**src/rtl/systolic_seq_ctrl.sv**
```systemverilog
// Job sequencer for an N x N systolic array: skews paired A/B beats onto the west/north
// edges, flushes the grid, requests the drain and collects the N result rows.
package pe_pkg;
    localparam int DATA_WIDTH = 8;

    typedef struct packed {
        logic [DATA_WIDTH-1:0] data;
        logic                  last;
    } matrix_data_t;

    typedef struct packed {
        logic [DATA_WIDTH-1:0] data;
        logic                  enable;
    } drain_data_t;
endpackage

module systolic_seq_ctrl #(
    parameter int N          = 4,
    parameter int K_MAX      = 16,
    parameter int DATA_WIDTH = pe_pkg::DATA_WIDTH
) (
    input  logic                          clk,
    input  logic                          rst_n,
    input  logic                          start_i,
    input  logic [$clog2(K_MAX+1)-1:0]    k_len_i,
    output logic                          busy_o,
    output logic                          done_o,
    input  logic                          a_valid_i,
    output logic                          a_ready_o,
    input  logic [N*DATA_WIDTH-1:0]       a_data_i,
    input  logic                          b_valid_i,
    output logic                          b_ready_o,
    input  logic [N*DATA_WIDTH-1:0]       b_data_i,
    output pe_pkg::matrix_data_t [N-1:0]  row_o,
    output pe_pkg::matrix_data_t [N-1:0]  col_o,
    output logic                          drain_req_o,
    input  pe_pkg::drain_data_t [N-1:0]   drain_i,
    output logic                          res_valid_o,
    output logic [N*DATA_WIDTH-1:0]       res_data_o,
    output logic [$clog2(N)-1:0]          res_row_o
);
    localparam int KW = $clog2(K_MAX+1);
    localparam int CW = $clog2(2*N);
    localparam int RW = $clog2(N);

    typedef enum logic [2:0] {
        S_IDLE,
        S_FEED,
        S_FLUSH,
        S_DRAIN,
        S_COLLECT,
        S_DONE
    } state_t;

    state_t                  r_state;
    state_t                  w_next;
    logic [KW-1:0]           r_k;
    logic [KW-1:0]           r_kcnt;
    logic [CW-1:0]           r_cnt;
    logic [RW-1:0]           r_row;
    logic                    r_done;
    logic                    r_res_valid;
    logic [N*DATA_WIDTH-1:0] r_res_data;
    logic [RW-1:0]           r_res_row;

    logic                    w_start;
    logic [KW-1:0]           w_k_clip;
    logic                    w_more;
    logic                    w_xfer;
    logic                    w_last;
    logic                    w_capture;
    logic                    w_last_row;
    logic [N*DATA_WIDTH-1:0] w_drain_data;
    logic [N-1:0]            w_unused_en;

    // The done cycle still belongs to the job, so a start seen alongside done_o is ignored.
    assign w_start    = (r_state == S_IDLE) && start_i && !r_done;
    assign w_k_clip   = (k_len_i > KW'(K_MAX)) ? KW'(K_MAX) : k_len_i;
    assign w_more     = (r_kcnt < r_k);
    assign a_ready_o  = (r_state == S_FEED) && b_valid_i && w_more;
    assign b_ready_o  = (r_state == S_FEED) && a_valid_i && w_more;
    assign w_xfer     = (r_state == S_FEED) && a_valid_i && b_valid_i && w_more;
    assign w_last     = (r_kcnt == (r_k - KW'(1)));
    assign w_capture  = ((r_state == S_DRAIN) || (r_state == S_COLLECT)) && drain_i[0].enable;
    assign w_last_row = w_capture && (r_row == RW'(N-1));

    assign busy_o      = (r_state != S_IDLE) || r_done;
    assign done_o      = r_done;
    assign drain_req_o = (r_state == S_DRAIN);
    assign res_valid_o = r_res_valid;
    assign res_data_o  = r_res_data;
    assign res_row_o   = r_res_row;

    always_comb begin
        w_drain_data = '0;
        w_unused_en  = '0;
        for (int j = 0; j < N; j++) begin
            w_drain_data[j*DATA_WIDTH +: DATA_WIDTH] = drain_i[j].data;
            w_unused_en[j]                          = drain_i[j].enable;
        end
    end

    always_comb begin
        w_next = r_state;
        case (r_state)
            S_IDLE: begin
                if (w_start) begin
                    w_next = (w_k_clip == '0) ? S_DONE : S_FEED;
                end
            end
            S_FEED: begin
                if (w_xfer && w_last) begin
                    w_next = S_FLUSH;
                end
            end
            S_FLUSH: begin
                if (r_cnt == CW'(2*N-1)) begin
                    w_next = S_DRAIN;
                end
            end
            S_DRAIN: begin
                if (w_last_row) begin
                    w_next = S_DONE;
                end else if (r_cnt == CW'(N-1)) begin
                    w_next = S_COLLECT;
                end
            end
            S_COLLECT: begin
                if (w_last_row) begin
                    w_next = S_DONE;
                end
            end
            S_DONE:  w_next = S_IDLE;
            default: w_next = S_IDLE;
        endcase
    end

    always_ff @(posedge clk or negedge rst_n) begin
        if (!rst_n) begin
            r_state     <= S_IDLE;
            r_k         <= '0;
            r_kcnt      <= '0;
            r_cnt       <= '0;
            r_row       <= '0;
            r_done      <= 1'b0;
            r_res_valid <= 1'b0;
            r_res_data  <= '0;
            r_res_row   <= '0;
        end else begin
            r_state <= w_next;
            r_done  <= (r_state == S_DONE);
            if (w_start) begin
                r_k    <= w_k_clip;
                r_kcnt <= '0;
                r_row  <= '0;
            end else begin
                if (w_xfer) begin
                    r_kcnt <= r_kcnt + KW'(1);
                end
                if (w_capture) begin
                    r_row <= r_row + RW'(1);
                end
            end
            // Phase counter restarts on every state change and times FLUSH and DRAIN.
            if (w_next != r_state) begin
                r_cnt <= '0;
            end else if ((r_state == S_FLUSH) || (r_state == S_DRAIN)) begin
                r_cnt <= r_cnt + CW'(1);
            end
            r_res_valid <= w_capture;
            if (w_capture) begin
                r_res_data <= w_drain_data;
                r_res_row  <= r_row;
            end
        end
    end

    // Lane i gets i+1 register stages so beat k reaches lane i exactly i cycles after lane 0.
    for (genvar i = 0; i < N; i++) begin : g_lane
        pe_pkg::matrix_data_t w_a_in;
        pe_pkg::matrix_data_t w_b_in;
        pe_pkg::matrix_data_t r_a_dly [i+1];
        pe_pkg::matrix_data_t r_b_dly [i+1];

        assign w_a_in = w_xfer ? {a_data_i[i*DATA_WIDTH +: DATA_WIDTH], w_last} : '0;
        assign w_b_in = w_xfer ? {b_data_i[i*DATA_WIDTH +: DATA_WIDTH], w_last} : '0;

        always_ff @(posedge clk or negedge rst_n) begin
            if (!rst_n) begin
                for (int s = 0; s <= i; s++) begin
                    r_a_dly[s] <= '0;
                    r_b_dly[s] <= '0;
                end
            end else begin
                r_a_dly[0] <= w_a_in;
                r_b_dly[0] <= w_b_in;
                for (int s = 1; s <= i; s++) begin
                    r_a_dly[s] <= r_a_dly[s-1];
                    r_b_dly[s] <= r_b_dly[s-1];
                end
            end
        end

        assign row_o[i] = r_a_dly[i];
        assign col_o[i] = r_b_dly[i];
    end

endmodule

```
**config.mk**
```make
export PLATFORM = sky130hd
export DESIGN_NAME = systolic_seq_ctrl
export DESIGN_NICKNAME = d
export VERILOG_FILES = /design/src/rtl/systolic_seq_ctrl.sv
export SDC_FILE = /design/constraint.sdc
export NUM_CORES = 1
export LEC_CHECK = 0
export ABC_AREA = 1
export CAP_MARGIN = 20
export CORE_UTILIZATION = 53
export CTS_BUF_LIST = sky130_fd_sc_hd__clkbuf_4
export DETAILED_ROUTE_END_ITERATION = 10
export MAX_ROUTING_LAYER = met4
export PLACE_DENSITY_LB_ADDON = 0.25
export SYNTH_ARGS = -nofsm -noshare
export SYNTH_HDL_FRONTEND = slang
export SYNTH_SLANG_ARGS = --single-unit
export TNS_END_PERCENT = 30
```
**constraint.sdc**
```tcl
create_clock -name clk -period 4.1 [get_ports clk]
set_clock_uncertainty 0.1 [all_clocks]
set_input_delay 1.025 -clock clk [delete_from_list [all_inputs] [get_ports clk]]
set_output_delay 1.025 -clock clk [all_outputs]
set_load 0.05 [all_outputs]
```
==> impl_metrics.ini, run 1 <==
[sta]
timing.final.crit_share_pct = 94.8
final_setup_viols = 0
final_period_minus_worst_setup_slack_ns = 3.89
max_slew.worst_pin.slew_ns = 0.795
setup-tns-final_ns = 0
max-slew-margin-rel_pct = 47.0
drv_slew = 0
fmax_mhz = 257
worst_slack_ns = 0.212
rsz0062_at_grt = no
final_hold_vio_count = 0

[grt]
grt_pass1_vias = 5163
grt_antenna_before_repair = 1
grt_remaining_overflow = 0
grt_max_degree = 112
gr-usage-all-layers_pct = 20.8
grt_pass1_wl_microns = 23200

[synth]
synth.cell_area_sq_um = 7620
synthTopCellsByCount = sky130_fd_sc_hd__dfrtp_1, sky130_fd_sc_hd__nand2_1, sky130_fd_sc_hd__inv_1
ys.warnings.count = 0
synth-edff-count = 0
syn_nets = 794
cell_type_contributing_the_most_total_cell_area_after_synthesis = sky130_fd_sc_hd__dfrtp_1
synth.distinct_cells = 27
library_cell_with_the_highest_instance_count_after_synthesis = sky130_fd_sc_hd__dfrtp_1
async_sr_flop_fraction_pct = 100
synth.avg_cell_area_sq_um = 11.3
ys_seq_area_share_pct = 71.6
syn-instance-count = 673
post-synth-top-area-fraction_pct = 71.6
synth-main-ff-cell = sky130_fd_sc_hd__dfrtp_1
synth.area.top_cells = sky130_fd_sc_hd__dfrtp_1, sky130_fd_sc_hd__nand2_1, sky130_fd_sc_hd__buf_4
synth_seq_cells = 218

[clocking]
hold_buffers = 0
clk_path_buf_depth = 3
cts_post_setup_buffers_inserted = 0
ctsResizeCount = 0
cts-buffers-inserted = 51
clock_tree_from_tritoncts = done
clock_network_latency_to_the_later_pin_of_the_worst_skew_pair_ns = 0.63
clkSlewWorstSetupHoldPaths_ns = 0.07
clkSinkCount = 218
clock_tree_root = sky130_fd_sc_hd__clkbuf_4
cts-htree-levels = 2

[cells_and_area]
area_grow_syn2layout_pct = 34.1
fin_nets = 998
fraction_of_layout_instances_using_a_drive_strength_above_1_pct = 10.8

[placement]
numPortBuffers = 218
final_hpwl_dp_microns = 9880
dp_worst_setup_slack_ns = 0.472
gp_congestion = 0.829

[floorplan]
effective_utilization_at_floorplan_pct = 54.7
die_height_microns = 122
fp-row-count = 43
die_width_microns = 122
floorplan.core_area_sq_um = 13900
io_pins = 222
die-area_sq_um = 14900

[route]
avgViaCountPerCell = 4.52
drt_pass1_iterations = 6
first_iter_violations = 256
drt.antenna.violating_nets = 0
detail_route.drc_violations = 0
routed_wl_microns = 14500
avgRoutedWirePerCell_microns = 13.3
num_vias = 4926

[pwr]
peakVddDrop_v = 0.000509
p_per_area_nw_per_um2 = 608
power_leakage_nw = 5.43

[worst_setup_path]
cp.required_ns = 2.97
crit_path_end_kind = output pin
worst-setup-path-type = reg2out
worst_ep_arrival_time_ns = 2.76
worstPathMaxFanout = 4
startpoint_type = flop

[status]
status = finished clean

[hold_path]
hold_class = reg2reg

[run]
max-cap-violations = 0
worst paths after layout:
path                                                 startpoint  cells past startpoint                              end  slack [ns]
worst max-delay path                         r_k[3]$_DFFE_PN0P_                      8                        a_ready_o        0.21
worst min-delay path            g_lane[2].r_a_dly[14]$_DFF_PN0_                      0              row_o[23]$_DFF_PN0_        0.22
worst max register to register               r_k[3]$_DFFE_PN0P_                     10  g_lane[1].r_b_dly[11]$_DFF_PN0_        1.60
worst min register to register  g_lane[2].r_a_dly[14]$_DFF_PN0_                      0              row_o[23]$_DFF_PN0_        0.22
max in group asynchronous                                 rst_n                      2              col_o[20]$_DFF_PN0_        2.62
min in group asynchronous                                 rst_n                      1  g_lane[3].r_b_dly[12]$_DFF_PN0_        0.33
power breakdown:
group	leakage, nW	switching (mW)	internal (mW)	total [mW]
Combinational	2.09	1.30	0.657	1.96
Clock	0.372	0.781	0.887	1.67
Sequential	2.97	0.162	2.42	2.59
layout by cell type, fill, tap and decap left out, drive strengths merged:
cell | Yosys | routed
a21oi | 5 | 5
buf | 67 | 5
dfrtp | 218 | 218
nand4 | 2 | 2
clkbuf | 4 | 74
or2 | 1 | 1
inv | 97 | 98
clkinv | 0 | 8
nand3 | 11 | 11
diode | 0 | 1
o21a | 1 | 1
nand2 | 147 | 147
nor3 | 4 | 4
o21bai | 1 | 1
ha | 11 | 11
nor2 | 89 | 89
mux2i | 1 | 1
clkinvlp | 0 | 1
bufinv | 0 | 1
o211ai | 1 | 1
xnor2 | 1 | 1
o21ai | 8 | 8
o22ai | 4 | 4
clkdlybuf4s50 | 0 | 217
stage by stage:
step                std cells  power, mW  area (sq um)  hold WS, ns  utilization, %
floorplan                 673       3.90          7620        0.231               -
global placement         1004       4.51          9590        0.231            68.8
detailed placement       1004       4.58          9590        0.235            68.8
CTS                      1089       6.29         10200        0.214            73.3
global route             1090       6.55         10200        0.238            73.3
finish                   1090       6.21         10200        0.225            73.3
worst max-delay path, cell delays in order, from the launching register on:
cell	delay, ns
sky130_fd_sc_hd__dfrtp_1	0.40
sky130_fd_sc_hd__inv_1	0.13
sky130_fd_sc_hd__ha_1	0.24
sky130_fd_sc_hd__nand2_1	0.10
sky130_fd_sc_hd__inv_1	0.05
sky130_fd_sc_hd__nand2_1	0.07
sky130_fd_sc_hd__nand3_1	0.18
sky130_fd_sc_hd__nor2_1	0.15
sky130_fd_sc_hd__clkdlybuf4s50_1	0.82
routing by layer:
layer  GRT usage [%]  vias up  share of wire [%]
li1                -     2369                  -
met1            24.5     2356                 42
met2            33.4      175                 49
met3            6.65       26                7.5
met4            7.72        0                2.0
met5               -        -                  0
cell type report:
type / count / area (sq um)
antenna: 1 / 2.50
clock buffer: 74 / 556
clock inverter: 11 / 76.3
fill: 951 / 3710
inverter: 97 / 364
multi-input combinational: 287 / 1310
sequential: 218 / 5460
tap: 180 / 225
timing repair buffer: 222 / 2230
cell families (layout without fill, tap and decap cells):
kind of cell    count (synthesis)  in the layout  share of synthesized area (%)
buf+inv                       168            404                           11.2
mux                             1              1                          0.131
other cells                     0              1                              0
compound gates                 20             20                           1.53
simple gates                  254            254                           13.6
flops                         218            218                           71.6
xor+xnor                        1              1                          0.115
fa+ha+maj                      11             11                           1.81
flip-flops by register name (all words and copies together) (netlist names):
name,flops
res_row_o,2
done_o,1
r_state,3
row_o,36
g_lane.r_a_dly,48
r_row,2
col_o,32
res_valid_o,1
r_cnt,3
res_data_o,32
r_k,5
r_kcnt,5
g_lane.r_b_dly,48
(Power assumes the default switching activity.)
==> run 2: changes to the inputs <==
--- a/config.mk
+++ b/config.mk
@@ -7,9 +7,10 @@
 export LEC_CHECK = 0
 export ABC_AREA = 1
 export CAP_MARGIN = 20
-export CORE_UTILIZATION = 53
+export CORE_UTILIZATION = 44
 export CTS_BUF_LIST = sky130_fd_sc_hd__clkbuf_4
 export DETAILED_ROUTE_END_ITERATION = 10
+export GPL_ROUTABILITY_DRIVEN = 0
 export MAX_ROUTING_LAYER = met4
 export PLACE_DENSITY_LB_ADDON = 0.25
 export SYNTH_ARGS = -nofsm -noshare
==> constraint.sdc (replaced) <==
create_clock -name clk -period 3.2 [get_ports clk]
set_clock_uncertainty 0.1 [all_clocks]
set_input_delay 0.8 -clock clk [delete_from_list [all_inputs] [get_ports clk]]
set_output_delay 0.8 -clock clk [all_outputs]
set_load 0.05 [all_outputs]
==> run 2 against run 1 <==
Total power rose by 29%; highest routed layer unchanged; via count is 0.10% lower; setup slack got worse by 0.034 ns; hold slack gained 0.012 ns.
==> impl_metrics.ini, run 2 (same netlist as run 1, synthesis figures left out) <==
[status]
status = finished clean

[placement]
dpl.cell_count = 1045
numPortBuffers = 218
final_hpwl_dp_microns = 9690

[clocking]
clock_tree_root = sky130_fd_sc_hd__clkbuf_4
clock_network_latency_to_the_later_pin_of_the_worst_skew_pair_ns = 0.62
clk_path_buf_depth = 3
clock_tree_from_tritoncts = done
clkSinkCount = 218
cts_post_setup_buffers_inserted = 0
cts-htree-levels = 2
clkSlewWorstSetupHoldPaths_ns = 0.06
cts-buffers-inserted = 52

[grt]
grt_antenna_before_repair = 0
grt_pass1_wl_microns = 24000
grt_max_degree = 71
grt_pass1_vias = 5171
gr-usage-all-layers_pct = 17.4
grt_remaining_overflow = 0

[worst_setup_path]
startpoint_type = flop
crit_path_end_kind = output pin
worst-setup-path-type = reg2out
worst_ep_arrival_time_ns = 2.12
worstPathMaxFanout = 4
cp.required_ns = 2.30

[route]
num_vias = 4921
drt_pass1_iterations = 4
first_iter_violations = 247
routed_wl_microns = 14300
avgViaCountPerCell = 4.33
drt.antenna.violating_nets = 0
avgRoutedWirePerCell_microns = 12.6
detail_route.drc_violations = 0

[floorplan]
floorplan.core_area_sq_um = 16800
io_pins = 222
die-area_sq_um = 17900
die_height_microns = 134
die_width_microns = 134
fp-row-count = 47
effective_utilization_at_floorplan_pct = 45.5

[sta]
fmax_mhz = 331
timing.final.crit_share_pct = 94.4
rsz0062_at_grt = yes
max-slew-margin-rel_pct = 61.4
final_setup_viols = 0
drv_slew = 0
max_slew.worst_pin.slew_ns = 0.579
setup-tns-final_ns = 0
final_hold_vio_count = 0
final_period_minus_worst_setup_slack_ns = 3.02

[cells_and_area]
final_cell_count_no_fill = 1137
most-common-layout-cells = sky130_fd_sc_hd__dfrtp_1, sky130_fd_sc_hd__clkdlybuf4s50_1, sky130_fd_sc_hd__nand2_1
fraction_of_layout_instances_using_a_drive_strength_above_1_pct = 12.1
area_grow_syn2layout_pct = 35.8
fin_nets = 1001
mostFrequentLayoutCell = sky130_fd_sc_hd__dfrtp_1
antenna_fix_cells = 0

[run]
max-cap-violations = 0

[pwr]
peakVddDrop_v = 0.000695
p_per_area_nw_per_um2 = 772
power_leakage_nw = 5.49

[hold_path]
hold_class = reg2reg
run 2: cell types whose count changed in the layout (fill, tap and decap cells not counted), sizes merged:
cell	change
bufinv	-1
inv	+1
clkbuf	+7
clkdlybuf4s50	-4
dlygate4sd3	+1
buf	+3
clkinvlp	-1
dlygate4sd2	+1
diode	-1
dlymetal6s2s	+1
run 2: layer usage:
| metal | GRT usage [%] | vias up | part of all wire (%) |
|---|---|---|---|
| met3 | 5.40 | 36 | 7.2 |
| met2 | 27.2 | 194 | 48 |
| li1 | - | 2386 | - |
| met5 | - | - | 0 |
| met4 | 8.27 | 0 | 2.7 |
| met1 | 20.5 | 2305 | 42 |
run 2: final timing paths:
path | from | to | slack, ns | cells after the start
worst max-delay path | r_k[4]$_DFFE_PN0P_ | a_ready_o | 0.18 | 6
worst min-delay path | g_lane[3].r_a_dly[35]$_DFF_PN0_ | g_lane[3].r_a_dly[26]$_DFF_PN0_ | 0.24 | 0
worst max register to register | r_k[4]$_DFFE_PN0P_ | col_o[7]$_DFF_PN0_ | 0.77 | 10
worst min register to register | g_lane[3].r_a_dly[35]$_DFF_PN0_ | g_lane[3].r_a_dly[26]$_DFF_PN0_ | 0.24 | 0
max in group asynchronous | rst_n | res_data_o[23]$_DFFE_PN0P_ | 1.58 | 3
min in group asynchronous | rst_n | r_k[3]$_DFFE_PN0P_ | 0.61 | 2
run 2: report_power, final:
part / switching, mW / total (mW) / leakage, nW / internal, mW
logic: 1.67 / 2.52 / 2.12 / 0.852
clock network: 0.998 / 2.14 / 0.396 / 1.15
registers: 0.216 / 3.32 / 2.97 / 3.10
run 2: worst max-delay path, cell delays in order (launching register included):
cell and delay, ns:
sky130_fd_sc_hd__dfrtp_1 0.39, sky130_fd_sc_hd__inv_1 0.07, sky130_fd_sc_hd__ha_1 0.31, sky130_fd_sc_hd__a21oi_1 0.21, sky130_fd_sc_hd__nand3_2 0.20, sky130_fd_sc_hd__nor2_2 0.18
sky130_fd_sc_hd__buf_12 0.15
run 2: repair_timing:
item,in CTS,in global routing
endpoints found under the setup margin,1,3
pin swaps,0,1
hold buffers,1,0
gates resized for setup,1,5
endpoints found under the hold margin,27,0
run 2: through the flow:
stage | cell area (sq um) | utilization, % | power, mW | hold WS, ns | setup WS, ns
6_report | 10400 | 61.8 | 7.99 | 0.237 | 0.178
5_1_grt | 10400 | 61.8 | 8.48 | 0.246 | -0.0166
4_1_cts | 10300 | 61.7 | 8.08 | 0.235 | 0.0543
3_5_place_dp | 9680 | 57.7 | 5.88 | 0.235 | 0.575
3_3_place_gp | 9680 | 57.7 | 5.80 | 0.231 | 0.570
2_1_floorplan | 7620 | - | 5.00 | 0.231 | 0.609
run 2: area by class of cell:
| cell class | count | area, sq um |
|---|---|---|
| flip-flops and latches | 218 | 5460 |
| clock inverters | 10 | 42.5 |
| multi-input cells | 287 | 1330 |
| inverters | 97 | 364 |
| repair buffers | 224 | 2280 |
| clock buffers | 81 | 608 |
| fillers | 1357 | 6410 |
| well taps | 220 | 275 |
